[config.mk]
export PLATFORM = sky130hd
export DESIGN_NAME = muldiv_unit
export DESIGN_NICKNAME = d
export VERILOG_FILES = /design/src/rtl/muldiv_unit.sv
export SDC_FILE = /design/constraint.sdc
export NUM_CORES = 1
export LEC_CHECK = 0
export CORE_ASPECT_RATIO = 1.5
export CORE_MARGIN = 10
export CORE_UTILIZATION = 42
export CTS_CLUSTER_DIAMETER = 80
export CTS_CLUSTER_SIZE = 24
export DETAILED_ROUTE_END_ITERATION = 10
export GPL_TIMING_DRIVEN = 0
export PLACE_DENSITY = 0.67
export REMOVE_ABC_BUFFERS = 1
export SETUP_SLACK_MARGIN = 0.2
export SLEW_MARGIN = 20
export SYNTH_ARGS = -nofsm -noshare
export SYNTH_HDL_FRONTEND = slang
export SYNTH_SLANG_ARGS = --single-unit
[constraint.sdc]
create_clock -name CLK -period 4.5 [get_ports CLK]
set_clock_uncertainty 0.2 [all_clocks]
set_input_delay 1.35 -clock CLK [delete_from_list [all_inputs] [get_ports CLK]]
set_output_delay 1.35 -clock CLK [all_outputs]
set_load 0.05 [all_outputs]
[src/rtl/muldiv_unit.sv]
// muldiv_unit: iterative RV32M multiply/divide unit for the EX stage.
// Shift-add multiplier and restoring divider, one bit per cycle, with a
// START/BUSY/DONE handshake and a KILL input for pipeline flushes.
// Optional build macro MULDIV_FAST_MUL_EN: multiplies are computed in a
// single cycle straight out of IDLE; divides keep the iterative path.
module muldiv_unit #(
    parameter int WIDTH = 32,
    parameter int CNT_W = $clog2(WIDTH) + 1
) (
    input  logic             CLK,
    input  logic             RESET,
    input  logic             START,
    input  logic [2:0]       SELECT,
    input  logic [WIDTH-1:0] DATA1,
    input  logic [WIDTH-1:0] DATA2,
    input  logic             KILL,
    output logic             BUSY,
    output logic             DONE,
    output logic [WIDTH-1:0] RESULT
);

    typedef enum logic [1:0] {
        ST_IDLE = 2'd0,
        ST_CALC = 2'd1,
        ST_FIX  = 2'd2,
        ST_DONE = 2'd3
    } state_t;

    state_t               state;
    logic [2:0]           op_sel;
    logic [WIDTH-1:0]     op_a;     // multiplicand, or dividend shifting into quotient
    logic [WIDTH-1:0]     op_b;     // multiplier (shifted right), or divisor
    logic [2*WIDTH-1:0]   acc;      // product; low half doubles as the remainder
    logic                 sign_a;
    logic                 sign_b;
    logic [CNT_W-1:0]     cnt;

    // operand decode at request time
    logic                 a_signed;
    logic                 b_signed;
    logic                 start_sign_a;
    logic                 start_sign_b;
    logic [WIDTH-1:0]     mag_a;
    logic [WIDTH-1:0]     mag_b;
    logic                 div_zero;
    logic                 div_ovf;

    // per-iteration datapath
    logic [WIDTH:0]       mul_sum;
    logic [2*WIDTH-1:0]   mul_acc_next;
    logic [WIDTH:0]       rem_sh;
    logic [WIDTH:0]       trial;
    logic                 div_qbit;
    logic [WIDTH-1:0]     div_rem_next;

    // sign correction
    logic [2*WIDTH-1:0]   prod_fix;
    logic [WIDTH-1:0]     quot_fix;
    logic [WIDTH-1:0]     rem_fix;
    logic [WIDTH-1:0]     fix_result;

`ifdef MULDIV_FAST_MUL_EN
    logic [2*WIDTH-1:0]   fast_full;
    logic [2*WIDTH-1:0]   fast_prod;
    logic [WIDTH-1:0]     fast_result;
`endif

    // Signedness per funct3 and operand magnitudes. MUL is treated as unsigned:
    // its low half does not depend on operand signedness.
    always_comb begin
        a_signed     = (SELECT == 3'b001) || (SELECT == 3'b010) ||
                       (SELECT == 3'b100) || (SELECT == 3'b110);
        b_signed     = (SELECT == 3'b001) || (SELECT == 3'b100) || (SELECT == 3'b110);
        start_sign_a = a_signed && DATA1[WIDTH-1];
        start_sign_b = b_signed && DATA2[WIDTH-1];
        mag_a        = start_sign_a ? (~DATA1 + 1'b1) : DATA1;
        mag_b        = start_sign_b ? (~DATA2 + 1'b1) : DATA2;
        div_zero     = SELECT[2] && (DATA2 == '0);
        div_ovf      = SELECT[2] && !SELECT[0] &&
                       (DATA1 == {1'b1, {(WIDTH-1){1'b0}}}) && (DATA2 == '1);
    end

    // One multiply step (add-then-shift) and one restoring divide step.
    always_comb begin
        mul_sum      = {1'b0, acc[2*WIDTH-1:WIDTH]} + {1'b0, (op_b[0] ? op_a : {WIDTH{1'b0}})};
        mul_acc_next = {mul_sum, acc[WIDTH-1:1]};
        rem_sh       = {acc[WIDTH-1:0], op_a[WIDTH-1]};
        trial        = rem_sh - {1'b0, op_b};
        div_qbit     = !trial[WIDTH];
        div_rem_next = div_qbit ? trial[WIDTH-1:0] : rem_sh[WIDTH-1:0];
    end

    // Final sign correction and half selection.
    always_comb begin
        prod_fix = (sign_a ^ sign_b) ? (~acc + 1'b1) : acc;
        quot_fix = (sign_a ^ sign_b) ? (~op_a + 1'b1) : op_a;
        rem_fix  = sign_a ? (~acc[WIDTH-1:0] + 1'b1) : acc[WIDTH-1:0];
        if (op_sel[2])
            fix_result = op_sel[1] ? rem_fix : quot_fix;
        else if (op_sel[1:0] == 2'b00)
            fix_result = prod_fix[WIDTH-1:0];
        else
            fix_result = prod_fix[2*WIDTH-1:WIDTH];
    end

`ifdef MULDIV_FAST_MUL_EN
    // Single-cycle product of the request operands.
    always_comb begin
        fast_full   = {{WIDTH{1'b0}}, mag_a} * {{WIDTH{1'b0}}, mag_b};
        fast_prod   = (start_sign_a ^ start_sign_b) ? (~fast_full + 1'b1) : fast_full;
        fast_result = (SELECT[1:0] == 2'b00) ? fast_prod[WIDTH-1:0] : fast_prod[2*WIDTH-1:WIDTH];
    end
`endif

    // Control FSM with registered BUSY/DONE/RESULT.
    always_ff @(posedge CLK or negedge RESET) begin
        if (!RESET) begin
            state  <= ST_IDLE;
            op_sel <= '0;
            op_a   <= '0;
            op_b   <= '0;
            acc    <= '0;
            sign_a <= 1'b0;
            sign_b <= 1'b0;
            cnt    <= '0;
            BUSY   <= 1'b0;
            DONE   <= 1'b0;
            RESULT <= '0;
        end else begin
            case (state)
                ST_IDLE: begin
                    DONE <= 1'b0;
                    if (START) begin
                        op_sel <= SELECT;
                        op_a   <= mag_a;
                        op_b   <= mag_b;
                        sign_a <= start_sign_a;
                        sign_b <= start_sign_b;
                        acc    <= '0;
                        if (div_zero) begin
                            RESULT <= SELECT[1] ? DATA1 : {WIDTH{1'b1}};
                            DONE   <= 1'b1;
                            state  <= ST_DONE;
                        end else if (div_ovf) begin
                            RESULT <= SELECT[1] ? {WIDTH{1'b0}} : DATA1;
                            DONE   <= 1'b1;
                            state  <= ST_DONE;
                        end
`ifdef MULDIV_FAST_MUL_EN
                        else if (!SELECT[2]) begin
                            RESULT <= fast_result;
                            DONE   <= 1'b1;
                            state  <= ST_DONE;
                        end
`endif
                        else begin
                            cnt   <= CNT_W'(WIDTH);
                            BUSY  <= 1'b1;
                            state <= ST_CALC;
                        end
                    end
                end
                ST_CALC: begin
                    if (KILL) begin
                        BUSY  <= 1'b0;
                        cnt   <= '0;
                        state <= ST_IDLE;
                    end else begin
                        if (op_sel[2]) begin
                            acc[WIDTH-1:0] <= div_rem_next;
                            op_a           <= {op_a[WIDTH-2:0], div_qbit};
                        end else begin
                            acc  <= mul_acc_next;
                            op_b <= {1'b0, op_b[WIDTH-1:1]};
                        end
                        cnt <= cnt - 1'b1;
                        if (cnt == CNT_W'(1))
                            state <= ST_FIX;
                    end
                end
                ST_FIX: begin
                    BUSY <= 1'b0;
                    if (KILL) begin
                        state <= ST_IDLE;
                    end else begin
                        RESULT <= fix_result;
                        DONE   <= 1'b1;
                        state  <= ST_DONE;
                    end
                end
                ST_DONE: begin
                    DONE  <= 1'b0;
                    state <= ST_IDLE;
                end
                default: begin
                    BUSY  <= 1'b0;
                    DONE  <= 1'b0;
                    state <= ST_IDLE;
                end
            endcase
        end
    end

endmodule

==> results of run 1 <==
[logic make-up after synthesis]
logic type,count (synthesis),share of synthesized area [%]
xor+xnor,179,9.23
compound gates,778,28.5
mux,24,1.49
flops,175,25.8
simple gates,827,23.7
buf+inv,234,5.46
fa+ha+maj,78,5.84
[final cells by class]
| class | count | area (um2) | area share, % |
|---|---|---|---|
| repair buffers | 130 | 1490 | 7.68 |
| flip-flops and latches | 175 | 4390 | 22.6 |
| inverters | 74 | 282 | 1.45 |
| clock buffers | 17 | 425 | 2.19 |
| clock inverters | 15 | 171 | 0.884 |
| multi-input cells | 1888 | 12000 | 61.9 |
| well taps | 506 | 633 | 3.27 |
[synth_stat cells, types with 15 or more instances]
library cell / instances / area [um2]
o31ai_1: 37 / 278
nor3_1: 51 / 255
buf_2: 23 / 115
a21o_1: 37 / 278
and3_1: 30 / 188
ha_1: 76 / 951
nand2b_1: 16 / 100
o21ai_0: 210 / 1050
or3_1: 31 / 194
xnor2_1: 91 / 797
inv_1: 73 / 274
and2_1: 39 / 244
nor2_1: 208 / 781
dfrtp_1: 175 / 4380
nor4_1: 32 / 200
nand2_1: 271 / 1020
a31oi_1: 26 / 163
o21ai_1: 15 / 75.1
clkbuf_1: 119 / 447
o211ai_1: 41 / 308
xor2_1: 88 / 771
nand4_1: 32 / 200
nand3_1: 38 / 190
a21oi_1: 250 / 1250
[how the worst max path moves through the flow]
stage	startpoint	endpoint	slack, ns	cells past startpoint
final	DATA1[10]	RESULT[20]	0.22	11
after global routing	DATA1[10]	RESULT[20]	0.20	11
after CTS	DATA2[6]	RESULT[21]	0.13	11
after detailed placement	DATA2[2]	RESULT[21]	-1.30	10
after global placement	state[1]	acc[33]	-6.06	6
after floorplan	state[1]	acc[33]	-2.19	6
[power groups by stage]
stage                     logic, W  clock network, W  registers [W]
after detailed placement    0.0106                 0        0.00344
after floorplan            0.00719                 0        0.00342
final                       0.0109           0.00158        0.00347
after global routing        0.0120           0.00166        0.00356
after global placement      0.0101                 0        0.00340
after CTS                   0.0107           0.00159        0.00342
[per-layer routing]
layer	GRT usage [%]	wire length, um	vias up
met2	40.1	28400	598
met3	3.44	2860	176
li1	-	-	8328
met1	25.9	22600	8282
met4	15.6	3730	0
met5	0	0	-
[repair_timing]
item,CTS,global route
resized for setup,24,22
pin swaps,3,6
gates cloned,1,1
setup endpoints to repair,84,67
buffers inserted,6,1
[sequential cells by signal, summed over array words and instances, names as in the netlist]
name    count
BUSY        1
cnt         6
op_a       32
op_sel      3
RESULT     32
state       2
acc        64
op_b       32
sign_b      1
sign_a      1
DONE        1
[stage by stage]
stage | util [%] | setup slack [ns]
2_1_floorplan | - | -2.19
3_3_place_gp | 44.9 | -6.06
3_5_place_dp | 46.2 | -1.30
4_1_cts | 48.1 | 0.127
5_1_grt | 48.4 | 0.200
6_report | 48.4 | 0.219
[worst max-delay path, cell delays in order]
cell	delay, ns
clkdlybuf4s50_1	0.52
or3_1	0.46
or4_4	0.50
or3b_4	0.47
nor3_4	0.17
o21ai_2	0.12
a21o_4	0.28
buf_12	0.19
nor3_1	0.29
a21oi_1	0.07
nand2_1	0.07
==> impl_metrics.py, run 1 <==
metrics = {
    "status": {
        "status": "finished, final reports clean",
    },
    "placed_design": {
        "place_inst": 2764,
        "portBuffers": 104,
        "gp_congestion": 0.976,
        "hpwl_mm": 43.6,
        "placed_cell_area_um2": 18500,
    },
    "sta": {
        "finalSetupViolCount": 0,
        "tightest_slew_ns": 1.10,
        "setup_tns_ns": 0,
        "fmax_ghz": 0.234,
        "finalHoldViolCount": 0,
        "finalCritPeriodShare_pct": 95.1,
        "slew_viol_final": 0,
        "hold_ws_ns": 0.278,
        "rsz0062_at_grt": "yes",
        "final.min_clock_period_ns": 4.28,
        "slew_headroom_pct": 26.3,
    },
    "cts": {
        "ctsRootBufferMaster": "clkbuf_16",
        "clock_sinks": 175,
        "clock_path_buffers": 2,
        "cts.clk_slew.worst_paths_ns": 0.08,
        "htree_levels": 4,
        "cts_tree": "yes",
        "cts_made_buffers": 17,
        "clk-insertion-delay-late_ns": 0.48,
        "hold_buffers": 0,
    },
    "logic_synthesis": {
        "synth_cell_types": 90,
        "synthCells": 2295,
        "yosys_warnings": 0,
        "syn_avg_cell_area_um2": 7.40,
        "ys_async_sr_fraction_pct": 100,
        "synth-seq-cells": 175,
        "synthFlopType": "dfrtp_1",
        "synth_area_um2": 17000,
        "synth_edf_count": 0,
        "ys_seq_area_share_pct": 25.8,
    },
    "finish": {
        "final.fill_count": 3954,
        "stdcell_count": 2805,
        "diodes": 0,
        "fin_nets": 2435,
        "syn2layout_area_growth_pct": 14.2,
        "final_common_cell": "nand2_1",
        "post-route-cell-area_um2": 19400,
        "layout-drive-gt1-share_pct": 6.96,
        "mostFrequentLayoutCells": "267 x nand2_1, 249 x a21oi_1, 207 x o21ai_0",
    },
    "setup_path": {
        "timing.rr.start": "acc[16]",
        "ff2ff_path_depth": 8,
        "required_ns": 4.72,
        "r2r-end": "RESULT[9]",
        "reg2reg_slack_ns": 0.42,
        "start_kind": "input pin",
        "endpoint_kind": "register",
        "critPathKind": "input pin to register",
        "worstPathMaxFanout": 39,
        "worstPathArrival_ns": 4.50,
    },
    "routing": {
        "avgRoutedWirePerCell_um": 20.5,
        "ant_nets": 0,
        "drt_iter0_markers": 1402,
        "drc": 0,
        "vias": 17384,
        "wl_mm": 57.5,
        "first_pass_iters": 8,
        "routed_via_density": 6.20,
    },
    "die": {
        "io_pins": 105,
        "die_w_um": 184,
        "die_area_um2": 49000,
        "die_h_um": 266,
        "std_cell_rows": 90,
        "core_um2": 40100,
        "initial_core_util_pct": 42.4,
    },
    "global_route": {
        "grt_max_degree": 71,
        "grt_pass1_wl_mm": 91.3,
        "grt_overflow_total": 0,
        "grt_usage_pct": 23.2,
        "grt_antenna_before_repair": 0,
        "grt_pass1_vias": 16752,
    },
    "hold_path": {
        "hold_path_class": "register to register",
        "hold_depth": 2,
        "hold_end": "RESULT[0]",
        "worstHoldStart": "RESULT[0]",
    },
    "flow_run": {
        "cap_violations": 0,
    },
    "power": {
        "power_w": 0.0159,
        "p_int_w": 0.00729,
        "vdd.ir_drop.worst_uv": 426,
        "seqPwrFrac_pct": 21.8,
        "switching_power_w": 0.00865,
        "leakagePower_nw": 7.87,
        "combPwrFrac_pct": 68.3,
        "pwr-share-clk_pct": 9.9,
        "cellPowerDensity_nw_per_um2": 822,
        "p_sw_share_pct": 54.3,
    },
}
No activity file was read; power rests on OpenSTA's default activity.
==> run 2, diff against run 1 <==
CAP_MARGIN = 10   (was default)
GPL_TIMING_DRIVEN = 1   (was 0)
==> run 2 against run 1 <==
Combinational power is essentially flat. Via count grew 1.7%. First-iteration DRC count is essentially flat. Largest power group unchanged. Critical endpoint is now RESULT[17]. Clock power grew 3%. Highest routed layer unchanged. Cell area grew 2.0%. Critical path depth grew 2. Sequential share of layout area shrank 0.49 points. Utilization grew 0.98 points. Register-to-register slack gained 0.09 ns.
==> impl_metrics.py, run 2 (same netlist as run 1, synthesis figures left out) <==
metrics = {
    "placed_design": {
        "portBuffers": 104,
        "hpwl_mm": 47.0,
        "gp_congestion": 0.944,
        "place_inst": 2875,
    },
    "power": {
        "power_w": 0.0161,
        "cellPowerDensity_nw_per_um2": 812,
        "leakagePower_nw": 8.26,
        "vdd.ir_drop.worst_uv": 422,
    },
    "global_route": {
        "grt_overflow_total": 0,
        "grt_antenna_before_repair": 0,
        "grt_max_degree": 77,
        "grt_usage_pct": 24.3,
        "grt_pass1_wl_mm": 94.5,
        "grt_pass1_vias": 17072,
    },
    "routing": {
        "drt_iter0_markers": 1401,
        "vias": 17677,
        "avgRoutedWirePerCell_um": 20.9,
        "wl_mm": 60.6,
        "routed_via_density": 6.08,
        "first_pass_iters": 6,
        "ant_nets": 0,
        "drc": 0,
    },
    "finish": {
        "final_common_cell": "nand2_1",
        "stdcell_count": 2907,
        "seq_area_um2": 4380,
        "multi_input_area_um2": 11800,
        "top_register": "acc",
        "largest_reg_flops": 64,
        "fin_nets": 2537,
        "mostFrequentLayoutCells": "269 x nand2_1, 250 x a21oi_1, 208 x o21ai_0",
        "diodes": 0,
        "syn2layout_area_growth_pct": 16.5,
        "layout-drive-gt1-share_pct": 9.54,
        "final.fill_count": 3923,
    },
    "die": {
        "initial_core_util_pct": 42.4,
        "die_w_um": 184,
        "die_area_um2": 49000,
        "std_cell_rows": 90,
        "io_pins": 105,
        "core_um2": 40100,
        "die_h_um": 266,
    },
    "status": {
        "status": "finished, final reports clean",
    },
    "sta": {
        "finalSetupViolCount": 0,
        "finalHoldViolCount": 0,
        "tightest_slew_ns": 1.06,
        "slew_headroom_pct": 29.5,
        "rsz0062_at_grt": "no",
        "finalCritPeriodShare_pct": 93.1,
        "final.min_clock_period_ns": 4.19,
        "hold_ws_ns": 0.296,
        "slew_viol_final": 0,
        "fmax_ghz": 0.239,
    },
    "setup_path": {
        "timing.critical_path.buf_inv": 3,
        "worstPathMaxFanout": 39,
        "start_kind": "input pin",
        "cp_slowest_stage_delay_ns": 0.53,
        "cp.depth": 13,
        "ff2ff_path_depth": 12,
        "critPathKind": "input pin to register",
        "required_ns": 4.69,
        "cp_top_family": "simple AND/OR/NAND/NOR gates",
        "endpoint_kind": "register",
        "worst_path_max_delay_cell": "or3b_4",
        "worstPathArrival_ns": 4.38,
        "cp_cell_sequence": "clkdlybuf4s50_1, inv_1, ha_1, or3b_4, nand4b_1, or3b_4, nor3_4, o21ai_1, a21o_2, buf_12, nor3_1, a21oi_1, o21ai_1",
    },
    "cts": {
        "ctsRootBufferMaster": "clkbuf_16",
        "clock_sinks": 175,
        "clock_path_buffers": 2,
        "postCtsSetupBuffers": 0,
        "hold_buffers": 0,
        "cts_tree": "yes",
        "cts.clk_slew.worst_paths_ns": 0.07,
        "cts_made_buffers": 17,
        "clk-insertion-delay-late_ns": 0.47,
        "htree_levels": 4,
    },
    "flow_run": {
        "cap_violations": 0,
    },
    "hold_path": {
        "hold_depth": 2,
        "hold_path_class": "register to register",
    },
}
[run 2: cell count changes in the layout (fill, tap and decap cells not counted), sizes merged, moves of 2 or more]
cell	change
clkbuf	+6
clkdlybuf4s50	+3
inv	-7
dlygate4sd2	-2
buf	+104
[run 2: worst register-to-register path: stages, from the launching register on]
cell	delay [ns]
dfrtp_1	0.38
inv_1	0.26
ha_1	0.29
fa_1	0.23
nand2b_1	0.14
a21o_1	0.16
a211o_1	0.17
o21ai_1	0.13
a21o_1	0.25
and3_1	0.23
o21ai_1	0.57
nand2_2	0.39
a311o_1	0.46
[run 2: metrics by stage]
stage / cell area [um2] / util (%) / TNS, ns / setup WS (ns)
finish: 19800 / 49.3 / 0 / 0.310
detailed placement: 19100 / 47.7 / -6.73 / -0.298
global route: 19800 / 49.3 / 0 / 0.203
global placement: 19100 / 47.7 / -3.74 / -0.180
floorplan: 16300 / - / -231.20 / -2.19
CTS: 19800 / 49.3 / 0 / 0.237
[run 2: worst paths after layout]
check | startpoint | endpoint | slack (ns)
worst max register to register | op_a[31] | acc[19] | 0.51
max in group asynchronous | RESET | RESULT[30] | 2.42
worst min-delay path | RESULT[5] | RESULT[5] | 0.30
worst min register to register | RESULT[5] | RESULT[5] | 0.30
min in group asynchronous | RESET | op_b[2] | 0.70
worst max-delay path | DATA1[0] | RESULT[17] | 0.31
[run 2: cell type report]
cell class	count	share of cell area, %
multi-input cells	1886	59.5
flip-flops and latches	175	22.1
repair buffers	234	10.6
well taps	506	3.20
clock buffers	23	2.47
inverters	74	1.40
clock inverters	9	0.664
[run 2: what timing repair did]
item | 4_1_cts | 5_1_grt
pin swaps | 1 | 3
endpoints found under the setup margin | 1 | 37
gates resized for setup | 1 | 7
[run 2: report_power, final]
part           leakage, nW  total, W  internal, W  switching (W)
registers             2.26   0.00322      0.00222        0.00100
clock network        0.295   0.00162     0.000932       0.000687
logic                 5.70    0.0112      0.00424        0.00699
[run 2: layer usage]
layer  wire length, um  track usage (%)  up-vias  part of all wire (%)
li1                  -                -     8509                     -
met5                 0                0        -                     0
met2             30400             43.1      602                    50
met1             24200             27.7     8400                    40
met4              3400             13.8        0                   5.6
met3              2570             2.43      166                   4.2
